==> src/rtl/force_bank.sv <==
// force_bank: per-channel bus override unit.
//   Sits between normal bus drivers and their consumers. Any subset of channels
//   can be forced to a command-supplied value until released, or (with
//   FORCE_BANK_TIMED_EN defined) until a programmed cycle count expires.
//
// Configuration macro:
//   FORCE_BANK_TIMED_EN  defined     -> FORCE_TIMED counts down and auto-releases,
//                                       pulsing expired_o for one cycle.
//                        not defined -> no counters; FORCE_TIMED acts as FORCE,
//                                       cmd_dur ignored, expired_o tied 0.
//
// Ports:
//   clk        clock, all state on rising edge
//   rst_n      synchronous active-low reset
//   drv_i      normal driven values, channel i = [i*WIDTH +: WIDTH]
//   cmd_valid  command present
//   cmd_ready  command accepted on cmd_valid && cmd_ready (low during reset)
//   cmd_op     00 NOP, 01 FORCE, 10 RELEASE, 11 FORCE_TIMED
//   cmd_mask   channels targeted by the command
//   cmd_value  force values, same slicing as drv_i
//   cmd_dur    FORCE_TIMED duration in cycles (0 = permanent)
//   out_o      per channel: forced ? force value : drv_i slice
//   forced_o   per-channel forced flag (registered)
//   expired_o  one-cycle pulse when a timed force auto-releases (registered)

module force_bank #(
  parameter int WIDTH    = 4,
  parameter int CHANNELS = 2,
  parameter int CNT_W    = 8
) (
  input  logic                      clk,
  input  logic                      rst_n,
  input  logic [CHANNELS*WIDTH-1:0] drv_i,
  input  logic                      cmd_valid,
  output logic                      cmd_ready,
  input  logic [1:0]                cmd_op,
  input  logic [CHANNELS-1:0]       cmd_mask,
  input  logic [CHANNELS*WIDTH-1:0] cmd_value,
  input  logic [CNT_W-1:0]          cmd_dur,
  output logic [CHANNELS*WIDTH-1:0] out_o,
  output logic [CHANNELS-1:0]       forced_o,
  output logic [CHANNELS-1:0]       expired_o
);

  localparam logic [1:0] OP_NOP         = 2'b00;
  localparam logic [1:0] OP_RELEASE     = 2'b10;
  localparam logic [1:0] OP_FORCE_TIMED = 2'b11;

  logic [CHANNELS-1:0]       r_forced;
  logic [CHANNELS*WIDTH-1:0] r_fval;
  logic                      w_accept;

`ifdef FORCE_BANK_TIMED_EN
  logic [CHANNELS-1:0][CNT_W-1:0] r_cnt;
  logic [CHANNELS-1:0]            r_expired;
`else
  logic w_unused_dur;
  assign w_unused_dur = ^cmd_dur;
`endif

  // Ready simply tracks reset so nothing is accepted while the bank is held.
  assign cmd_ready = rst_n;
  assign w_accept  = cmd_valid & cmd_ready;

  always_ff @(posedge clk) begin
    if (!rst_n) begin
      r_forced <= '0;
      r_fval   <= '0;
`ifdef FORCE_BANK_TIMED_EN
      r_cnt     <= '0;
      r_expired <= '0;
`endif
    end else begin
`ifdef FORCE_BANK_TIMED_EN
      r_expired <= '0;
`endif
      for (int i = 0; i < CHANNELS; i++) begin
        // A command hitting a channel takes priority over its countdown, so a
        // re-force on the expiry edge suppresses the expiry pulse.
        if (w_accept && cmd_mask[i] && (cmd_op != OP_NOP)) begin
          if (cmd_op == OP_RELEASE) begin
            r_forced[i] <= 1'b0;
`ifdef FORCE_BANK_TIMED_EN
            r_cnt[i] <= '0;
`endif
          end else begin
            r_forced[i]                  <= 1'b1;
            r_fval[i*WIDTH +: WIDTH]     <= cmd_value[i*WIDTH +: WIDTH];
`ifdef FORCE_BANK_TIMED_EN
            // cnt == 0 means permanent, which also covers FORCE_TIMED dur 0.
            r_cnt[i] <= (cmd_op == OP_FORCE_TIMED) ? cmd_dur : '0;
`endif
          end
        end
`ifdef FORCE_BANK_TIMED_EN
        else if (r_cnt[i] != '0) begin
          if (r_cnt[i] == CNT_W'(1)) begin
            r_forced[i]  <= 1'b0;
            r_cnt[i]     <= '0;
            r_expired[i] <= 1'b1;
          end else begin
            r_cnt[i] <= r_cnt[i] - CNT_W'(1);
          end
        end
`endif
      end
    end
  end

  always_comb begin
    out_o = drv_i;
    for (int i = 0; i < CHANNELS; i++) begin
      if (r_forced[i]) out_o[i*WIDTH +: WIDTH] = r_fval[i*WIDTH +: WIDTH];
    end
  end

  assign forced_o = r_forced;

`ifdef FORCE_BANK_TIMED_EN
  assign expired_o = r_expired;
`else
  assign expired_o = '0;
`endif

endmodule

==> config.mk <==
export PLATFORM = sky130hd
export DESIGN_NAME = force_bank
export DESIGN_NICKNAME = d
export VERILOG_FILES = /design/src/rtl/force_bank.sv
export SDC_FILE = /design/constraint.sdc
export NUM_CORES = 1
export LEC_CHECK = 0
export ABC_AREA = 0
export CAP_MARGIN = 20
export CORE_UTILIZATION = 34
export CTS_BUF_LIST = sky130_fd_sc_hd__clkbuf_16
export CTS_CLUSTER_SIZE = 30
export DETAILED_ROUTE_END_ITERATION = 8
export PLACE_DENSITY = 0.83
export SYNTH_ARGS = -nofsm -noshare
export SYNTH_HDL_FRONTEND = slang
export SYNTH_SLANG_ARGS = --single-unit
==> constraint.sdc <==
create_clock -name clk -period 1.85 [get_ports clk]
set_clock_uncertainty 0.2 [all_clocks]
set_input_delay 0.2775 -clock clk [delete_from_list [all_inputs] [get_ports clk]]
set_output_delay 0.2775 -clock clk [all_outputs]
set_load 0.01 [all_outputs]
==> results of run 1 <==
state kept, by name, indices dropped and copies added (netlist names):
signal	cells
r_fval	8
forced_o	2
final cells by class:
class,instances,area share
repair buffers,34,0.3545
multi-input cells,42,0.3139
flip-flops and latches,10,0.2246
clock buffers,3,0.08119
well taps,16,0.02165
clock inverters,1,0.004060
logic make-up after synthesis:
| kind of cell | Yosys count | share of synthesized area |
|---|---|---|
| AO/OA/AOI/OAI | 2 | 0.03234 |
| buffers and inverters | 7 | 0.1016 |
| flip-flops | 10 | 0.3695 |
| multiplexers | 16 | 0.3141 |
| other | 1 | 0.006922 |
| AND/OR/NAND/NOR | 22 | 0.1755 |
layout by cell type (no fill, tap or decap):
cell type,instances
and3_2,2
o2bb2ai_1,2
nand2_1,18
dfxtp_1,8
clkinv_1,1
mux2_2,8
buf_4,1
mux2i_1,8
clkdlybuf4s50_1,25
clkbuf_16,3
conb_1,2
and3_1,2
dfxtp_4,2
dlygate4sd2_1,8
routing by layer:
layer,up-vias,global-route usage
li1,253,-
met1,245,0.1892
met2,29,0.2844
met3,3,0.05652
met4,0,0.05806
met5,-,0
repair_timing:
item	CTS	global route
hold endpoints to repair	0	0
endpoints found under the setup margin	8	0
setup buffers	0	0
resized for setup	12	0
hold buffers	0	0
worst max-delay path by stage:
stage	end	startpoint	cells past startpoint	slack, ps
after floorplan	out_o[0]	forced_o[0]$_SDFFE_PN0P_	1	540
after global placement	out_o[6]	drv_i[6]	3	-50
after detailed placement	out_o[7]	drv_i[7]	3	-40
after CTS	cmd_ready	rst_n	2	90
after global routing	cmd_ready	rst_n	2	60
final	cmd_ready	rst_n	2	90
stage by stage:
| step | cell area, um2 | hold slack, ps | power, mW | TNS (ps) |
|---|---|---|---|---|
| 6_report | 924.6 | 252.1 | 0.7308 | 0 |
| 3_5_place_dp | 848.3 | 250.2 | 0.3683 | -261.4 |
| 5_1_grt | 924.6 | 281.9 | 0.7650 | 0 |
| 4_1_cts | 924.6 | 255.5 | 0.7372 | 0 |
| 3_3_place_gp | 848.3 | 238.6 | 0.3657 | -203.0 |
| 2_1_floorplan | 545.5 | 219.6 | 0.2919 | 0 |
power breakdown:
part | internal [mW] | switching [mW]
Combinational | 0.0815 | 0.0406
Sequential | 0.224 | 0.00702
Clock | 0.283 | 0.0950
Total | 0.588 | 0.143
cells in the mapped netlist, drive strengths merged:
master	number	area [um2]
conb	1	3.750
dfxtp	10	200.2
mux2	8	90.09
nand2	18	67.56
o2bb2ai	2	17.52
and3	4	27.52
mux2i	8	80.08
buf	7	55.05
worst min-delay path, delay by kind of cell, from the launching register on:
kind | cells | cell delay (ps)
AND/OR/NAND/NOR | 1 | 50
flip-flops | 1 | 300
multiplexers | 1 | 50
==> metrics.txt, run 1 <==
# TYPE chip_impl_metric gauge
chip_impl_metric{name="chipWidth",unit="um"} 41.92
chip_impl_metric{name="crit_required",unit="ps"} 1370
chip_impl_metric{name="clkLatencyLatePin",unit="ps"} 230
chip_impl_metric{name="synthesis.instances",unit=""} 58
chip_impl_metric{name="mean_syn_cell_area",unit="um2"} 9.341
chip_impl_metric{name="wl_per_cell",unit="um"} 10.86
chip_impl_info{name="critPathLaunchType",value="primary input"} 1
chip_impl_metric{name="vias_per_cell",unit=""} 5.000
chip_impl_metric{name="finish.net_count",unit=""} 122
chip_impl_metric{name="layout.area.seq",unit="um2"} 207.7
chip_impl_info{name="hold_class",value="reg -> reg"} 1
chip_impl_metric{name="route.detailed.drc",unit=""} 0
chip_impl_metric{name="number_of_buffers_added_by_the_clock_tree_synthesis_step",unit=""} 3
chip_impl_metric{name="hold_viol_final",unit=""} 0
chip_impl_metric{name="fmax",unit="GHz"} 0.5682
chip_impl_metric{name="powerDensity",unit="nW/um2"} 790.3
chip_impl_metric{name="cp_data_arrival_time",unit="ps"} 1280
chip_impl_metric{name="ioPinCount",unit=""} 44
chip_impl_metric{name="drv_cap",unit=""} 0
chip_impl_metric{name="timing.final.crit_share",unit=""} 0.9513
chip_impl_info{name="r2r-start",value="forced_o[0]$_SDFFE_PN0P_"} 1
chip_impl_metric{name="fp-row-count",unit=""} 14
chip_impl_metric{name="cpPeakStageDelay",unit="ps"} 530
chip_impl_metric{name="die-area",unit="um2"} 1757
chip_impl_metric{name="n_antenna_cell",unit=""} 0
chip_impl_metric{name="cp.buffers_inverters",unit=""} 2
chip_impl_metric{name="yosysUniqueCellTypes",unit=""} 11
chip_impl_info{name="min_to",value="r_fval[4]$_SDFFE_PN0P_"} 1
chip_impl_metric{name="globalRouteTotalUtil",unit=""} 0.1656
chip_impl_metric{name="dpl_worst_slack",unit="ps"} -41.64
chip_impl_metric{name="layout-area-overhead-vs-synth",unit="%"} 70.67
chip_impl_info{name="grt_setup_unrepaired",value="false"} 1
chip_impl_metric{name="totalWireLength",unit="mm"} 1.151
chip_impl_metric{name="number_of_drc_markers_in_iteration_0",unit=""} 6
chip_impl_metric{name="drt.antenna.violating_nets",unit=""} 0
chip_impl_metric{name="final_core_util",unit=""} 0.6210
chip_impl_info{name="cp_common_cell",value="clkdlybuf4s50_1"} 1
chip_impl_metric{name="portBuffers",unit=""} 33
chip_impl_info{name="result_of_the_run",value="finished, final reports clean"} 1
chip_impl_metric{name="multiInputGateArea",unit="um2"} 290.3
chip_impl_metric{name="total_leakage_power",unit="nW"} 0.3774
chip_impl_metric{name="place_hpwl",unit="um"} 884.2
chip_impl_metric{name="floorplan.initialDensity",unit=""} 0.3639
chip_impl_metric{name="placed_cells",unit=""} 102
chip_impl_metric{name="setup_viol_count_final",unit=""} 0
chip_impl_metric{name="finalWorstSetupSlack",unit="ps"} 90.11
chip_impl_info{name="critPathKind",value="in -> out"} 1
chip_impl_metric{name="number_of_vias_in_the_routed_layout",unit=""} 530
chip_impl_metric{name="syn-cell-area",unit="um2"} 541.8
chip_impl_metric{name="vias_in_the_first_global_route",unit=""} 547
chip_impl_metric{name="largest_net_degree_at_the_start_of_global_routing",unit=""} 21
chip_impl_metric{name="h_tree_depth_reported_by_cts",unit=""} 1
chip_impl_metric{name="drive_above_1_share",unit=""} 0.1778
chip_impl_metric{name="wire_length_of_the_first_global_routing_pass",unit="mm"} 2.249
chip_impl_info{name="cells_along_the_critical_path",value="clkdlybuf4s50_1 -> clkdlybuf4s50_1"} 1
chip_impl_metric{name="wirelength_met1",unit="um"} 480
chip_impl_metric{name="floorplan.core_area",unit="um2"} 1489
chip_impl_info{name="dr.max_layer_used",value="met4"} 1
chip_impl_metric{name="yosysWarnings",unit=""} 0
chip_impl_info{name="hold_path_startpoint",value="r_fval[4]$_SDFFE_PN0P_"} 1
chip_impl_metric{name="clock_buffer_depth",unit=""} 2
chip_impl_metric{name="ir_drop",unit="V"} 0.0004849
chip_impl_metric{name="fin_cells",unit=""} 106
chip_impl_metric{name="wl_met2",unit="um"} 535
chip_impl_metric{name="cts.clk_slew.worst_paths",unit="ps"} 40
chip_impl_metric{name="floorplan.die.height",unit="um"} 41.92
chip_impl_metric{name="final_max_slew_viol_count",unit=""} 0
chip_impl_metric{name="grt.overflow.total",unit=""} 0
chip_impl_metric{name="weighted_congestion_reported_at_the_end_of_routability_driven_placement",unit=""} 0.6601
chip_impl_metric{name="whs_path_depth",unit=""} 2
chip_impl_info{name="critical-path-slowest-cell",value="clkdlybuf4s50_1"} 1
chip_impl_metric{name="crit_fanout",unit=""} 2
chip_impl_info{name="clk_root_buffer_cell",value="clkbuf_16"} 1
chip_impl_info{name="critical_path.endpoint_type",value="output pin"} 1
chip_impl_metric{name="grt_antenna_before_repair",unit=""} 0
chip_impl_info{name="cpLargestDelayFamily",value="buffers and inverters"} 1
chip_impl_info{name="cts_tree",value="done"} 1
chip_impl_metric{name="nFillCells",unit=""} 128
chip_impl_metric{name="reg2reg_slack",unit="ps"} 1040
chip_impl_metric{name="synth.ff_latch_count",unit=""} 10
chip_impl_metric{name="detailroute.wirelength.met3",unit="um"} 119
chip_impl_metric{name="final.min_clock_period",unit="ps"} 1760
chip_impl_metric{name="synth-seq-area-share",unit=""} 0.3695
chip_impl_metric{name="worstRegToRegCells",unit=""} 2
chip_impl_info{name="worstReg2RegEnd",value="forced_o[0]$_SDFFE_PN0P_"} 1
chip_impl_metric{name="drt_first_pass_iters",unit=""} 4
chip_impl_metric{name="numClockSinks",unit=""} 10
(Power assumes the default switching activity.)
==> inputs of run 2 (changes only) <==
--- a/config.mk
+++ b/config.mk
@@ -7,11 +7,14 @@
 export LEC_CHECK = 0
 export ABC_AREA = 0
 export CAP_MARGIN = 20
-export CORE_UTILIZATION = 34
+export CELL_PAD_IN_SITES_DETAIL_PLACEMENT = 1
+export CELL_PAD_IN_SITES_GLOBAL_PLACEMENT = 2
+export CORE_ASPECT_RATIO = 1.25
+export CORE_UTILIZATION = 17
 export CTS_BUF_LIST = sky130_fd_sc_hd__clkbuf_16
 export CTS_CLUSTER_SIZE = 30
 export DETAILED_ROUTE_END_ITERATION = 8
-export PLACE_DENSITY = 0.83
+export PLACE_DENSITY_LB_ADDON = 0.1
 export SYNTH_ARGS = -nofsm -noshare
 export SYNTH_HDL_FRONTEND = slang
 export SYNTH_SLANG_ARGS = --single-unit
==> metrics.txt, run 2 (synthesis gave the netlist of run 1 again) <==
# TYPE chip_impl_metric gauge
chip_impl_info{name="result_of_the_run",value="finished, final reports clean"} 1
chip_impl_metric{name="placed_cells",unit=""} 122
chip_impl_metric{name="layout-area-overhead-vs-synth",unit="%"} 75.29
chip_impl_metric{name="drive_above_1_share",unit=""} 0.1778
chip_impl_metric{name="reg2reg_slack",unit="ps"} 1030
chip_impl_metric{name="cts.clk_slew.worst_paths",unit="ps"} 40
chip_impl_info{name="critical_path.endpoint_type",value="output pin"} 1
chip_impl_metric{name="grt_antenna_before_repair",unit=""} 0
chip_impl_metric{name="hold_ws",unit="ps"} 255.2
chip_impl_metric{name="weighted_congestion_reported_at_the_end_of_routability_driven_placement",unit=""} 0.5506
chip_impl_info{name="critPathLaunchType",value="primary input"} 1
chip_impl_metric{name="wl_per_cell",unit="um"} 10.46
chip_impl_metric{name="ir_drop",unit="V"} 0.0003042
chip_impl_metric{name="detailed_place.area",unit="um2"} 873.3
chip_impl_metric{name="cp.buffers_inverters",unit=""} 2
chip_impl_metric{name="wire_length_of_the_first_global_routing_pass",unit="mm"} 2.139
chip_impl_metric{name="numClockSinks",unit=""} 10
chip_impl_info{name="clk_root_buffer_cell",value="clkbuf_16"} 1
chip_impl_metric{name="ioPinCount",unit=""} 44
chip_impl_metric{name="dpl_worst_slack",unit="ps"} -43.63
chip_impl_metric{name="route.detailed.drc",unit=""} 0
chip_impl_metric{name="clkLatencyLatePin",unit="ps"} 230
chip_impl_metric{name="fmax",unit="GHz"} 0.5680
chip_impl_metric{name="h_tree_depth_reported_by_cts",unit=""} 1
chip_impl_metric{name="largest_net_degree_at_the_start_of_global_routing",unit=""} 21
chip_impl_metric{name="fp-row-count",unit=""} 22
chip_impl_metric{name="final_max_slew_viol_count",unit=""} 0
chip_impl_metric{name="hold_viol_final",unit=""} 0
chip_impl_metric{name="cp_data_arrival_time",unit="ps"} 1280
chip_impl_info{name="mostFrequentLayoutCells",value="clkdlybuf4s50_1 (25), nand2_1 (18)"} 1
chip_impl_metric{name="grt.overflow.total",unit=""} 0
chip_impl_metric{name="total_leakage_power",unit="nW"} 0.3774
chip_impl_metric{name="final_tns_setup",unit="ps"} 0
chip_impl_metric{name="cpPeakStageDelay",unit="ps"} 530
chip_impl_metric{name="totalWireLength",unit="mm"} 1.318
chip_impl_metric{name="drv_cap",unit=""} 0
chip_impl_metric{name="powerDensity",unit="nW/um2"} 769.7
chip_impl_metric{name="place_hpwl",unit="mm"} 1.017
chip_impl_info{name="critPathKind",value="in -> out"} 1
chip_impl_info{name="top_register",value="r_fval"} 1
chip_impl_metric{name="number_of_drc_markers_in_iteration_0",unit=""} 2
chip_impl_metric{name="floorplan.initialDensity",unit=""} 0.1822
chip_impl_metric{name="timing.final.crit_share",unit=""} 0.9517
chip_impl_info{name="critical-path-slowest-cell",value="clkdlybuf4s50_1"} 1
chip_impl_metric{name="number_of_buffers_added_by_the_clock_tree_synthesis_step",unit=""} 3
chip_impl_info{name="cpLargestDelayFamily",value="buffers and inverters"} 1
chip_impl_metric{name="globalRouteTotalUtil",unit=""} 0.08643
chip_impl_metric{name="largest_register_ff_count",unit=""} 8
chip_impl_metric{name="drt.antenna.violating_nets",unit=""} 0
chip_impl_metric{name="portBuffers",unit=""} 33
chip_impl_metric{name="finalWorstSetupSlack",unit="ps"} 89.42
chip_impl_metric{name="chipWidth",unit="um"} 52.49
chip_impl_metric{name="floorplan.die.height",unit="um"} 65.12
chip_impl_info{name="cp_common_cell",value="clkdlybuf4s50_1"} 1
chip_impl_metric{name="crit_required",unit="ps"} 1370
chip_impl_metric{name="crit_fanout",unit=""} 2
chip_impl_metric{name="number_of_vias_in_the_routed_layout",unit=""} 510
chip_impl_info{name="cells_along_the_critical_path",value="clkdlybuf4s50_1 -> clkdlybuf4s50_1"} 1
chip_impl_info{name="grt_setup_unrepaired",value="false"} 1
chip_impl_metric{name="n_antenna_cell",unit=""} 0
chip_impl_metric{name="fin_cells",unit=""} 126
chip_impl_metric{name="clock_buffer_depth",unit=""} 2
chip_impl_metric{name="floorplan.core_area",unit="um2"} 2973
chip_impl_info{name="hold_class",value="reg -> reg"} 1
chip_impl_metric{name="vias_per_cell",unit=""} 4.048
chip_impl_metric{name="nFillCells",unit=""} 348
chip_impl_metric{name="postLayoutCellArea",unit="um2"} 949.7
chip_impl_info{name="layout.cells.most_common",value="clkdlybuf4s50_1"} 1
chip_impl_metric{name="final_core_util",unit=""} 0.3194
chip_impl_metric{name="finish.net_count",unit=""} 122
chip_impl_metric{name="cts_post_setup_buffers_inserted",unit=""} 0
chip_impl_metric{name="vias_in_the_first_global_route",unit=""} 527
chip_impl_metric{name="drt_first_pass_iters",unit=""} 2
chip_impl_metric{name="die-area",unit="um2"} 3418
chip_impl_metric{name="final.min_clock_period",unit="ps"} 1761
chip_impl_metric{name="setup_viol_count_final",unit=""} 0
chip_impl_metric{name="p_total",unit="mW"} 0.7309
chip_impl_info{name="cts_tree",value="done"} 1
## run 2: cell counts in the layout (fill, tap and decap cells not counted)
No cell type changed its count.
## run 2: final timing paths
| path | startpoint | to | depth (start not counted) |
|---|---|---|---|
| worst max-delay path | rst_n | cmd_ready | 2 |
| worst max register to register | forced_o[1]$_SDFFE_PN0P_ | forced_o[1]$_SDFFE_PN0P_ | 2 |
| worst min register to register | r_fval[4]$_SDFFE_PN0P_ | r_fval[4]$_SDFFE_PN0P_ | 2 |
| worst min-delay path | r_fval[4]$_SDFFE_PN0P_ | r_fval[4]$_SDFFE_PN0P_ | 2 |
## run 2: timing repair
item	in CTS	in global routing
resized for setup	12	0
hold buffers	0	0
endpoints found under the setup margin	8	0
hold endpoints to repair	0	0
## run 2: cell type report
type | instances | area [um2] | area share
Tap cell | 36 | 45.04 | 0.04743
Timing Repair Buffer | 34 | 327.8 | 0.3452
Clock buffer | 3 | 75.07 | 0.07905
Multi-Input combinational cell | 42 | 290.3 | 0.3057
Sequential cell | 10 | 207.7 | 0.2187
Clock inverter | 1 | 3.754 | 0.003953
## run 2: layer usage
metal	GRT usage	part of all wire	up-vias
li1	-	-	254
met1	0.08487	0.38	237
met2	0.1519	0.53	17
met3	0.03009	0.073	2
met4	0.04934	0.0091	0
met5	0	0	-
## run 2: report_power, final
part	switching, mW	internal (mW)	total (mW)
Sequential	0.00715	0.224	0.231
Combinational	0.0407	0.0815	0.122
Clock	0.0948	0.283	0.378
==> inputs of run 3 (changes only) <==
--- a/config.mk
+++ b/config.mk
@@ -6,7 +6,6 @@
 export NUM_CORES = 1
 export LEC_CHECK = 0
 export ABC_AREA = 0
-export CAP_MARGIN = 20
 export CELL_PAD_IN_SITES_DETAIL_PLACEMENT = 1
 export CELL_PAD_IN_SITES_GLOBAL_PLACEMENT = 2
 export CORE_ASPECT_RATIO = 1.25
==> results of run 3 <==
No change in the layout: final DEF, timing and power equal those of run 2.
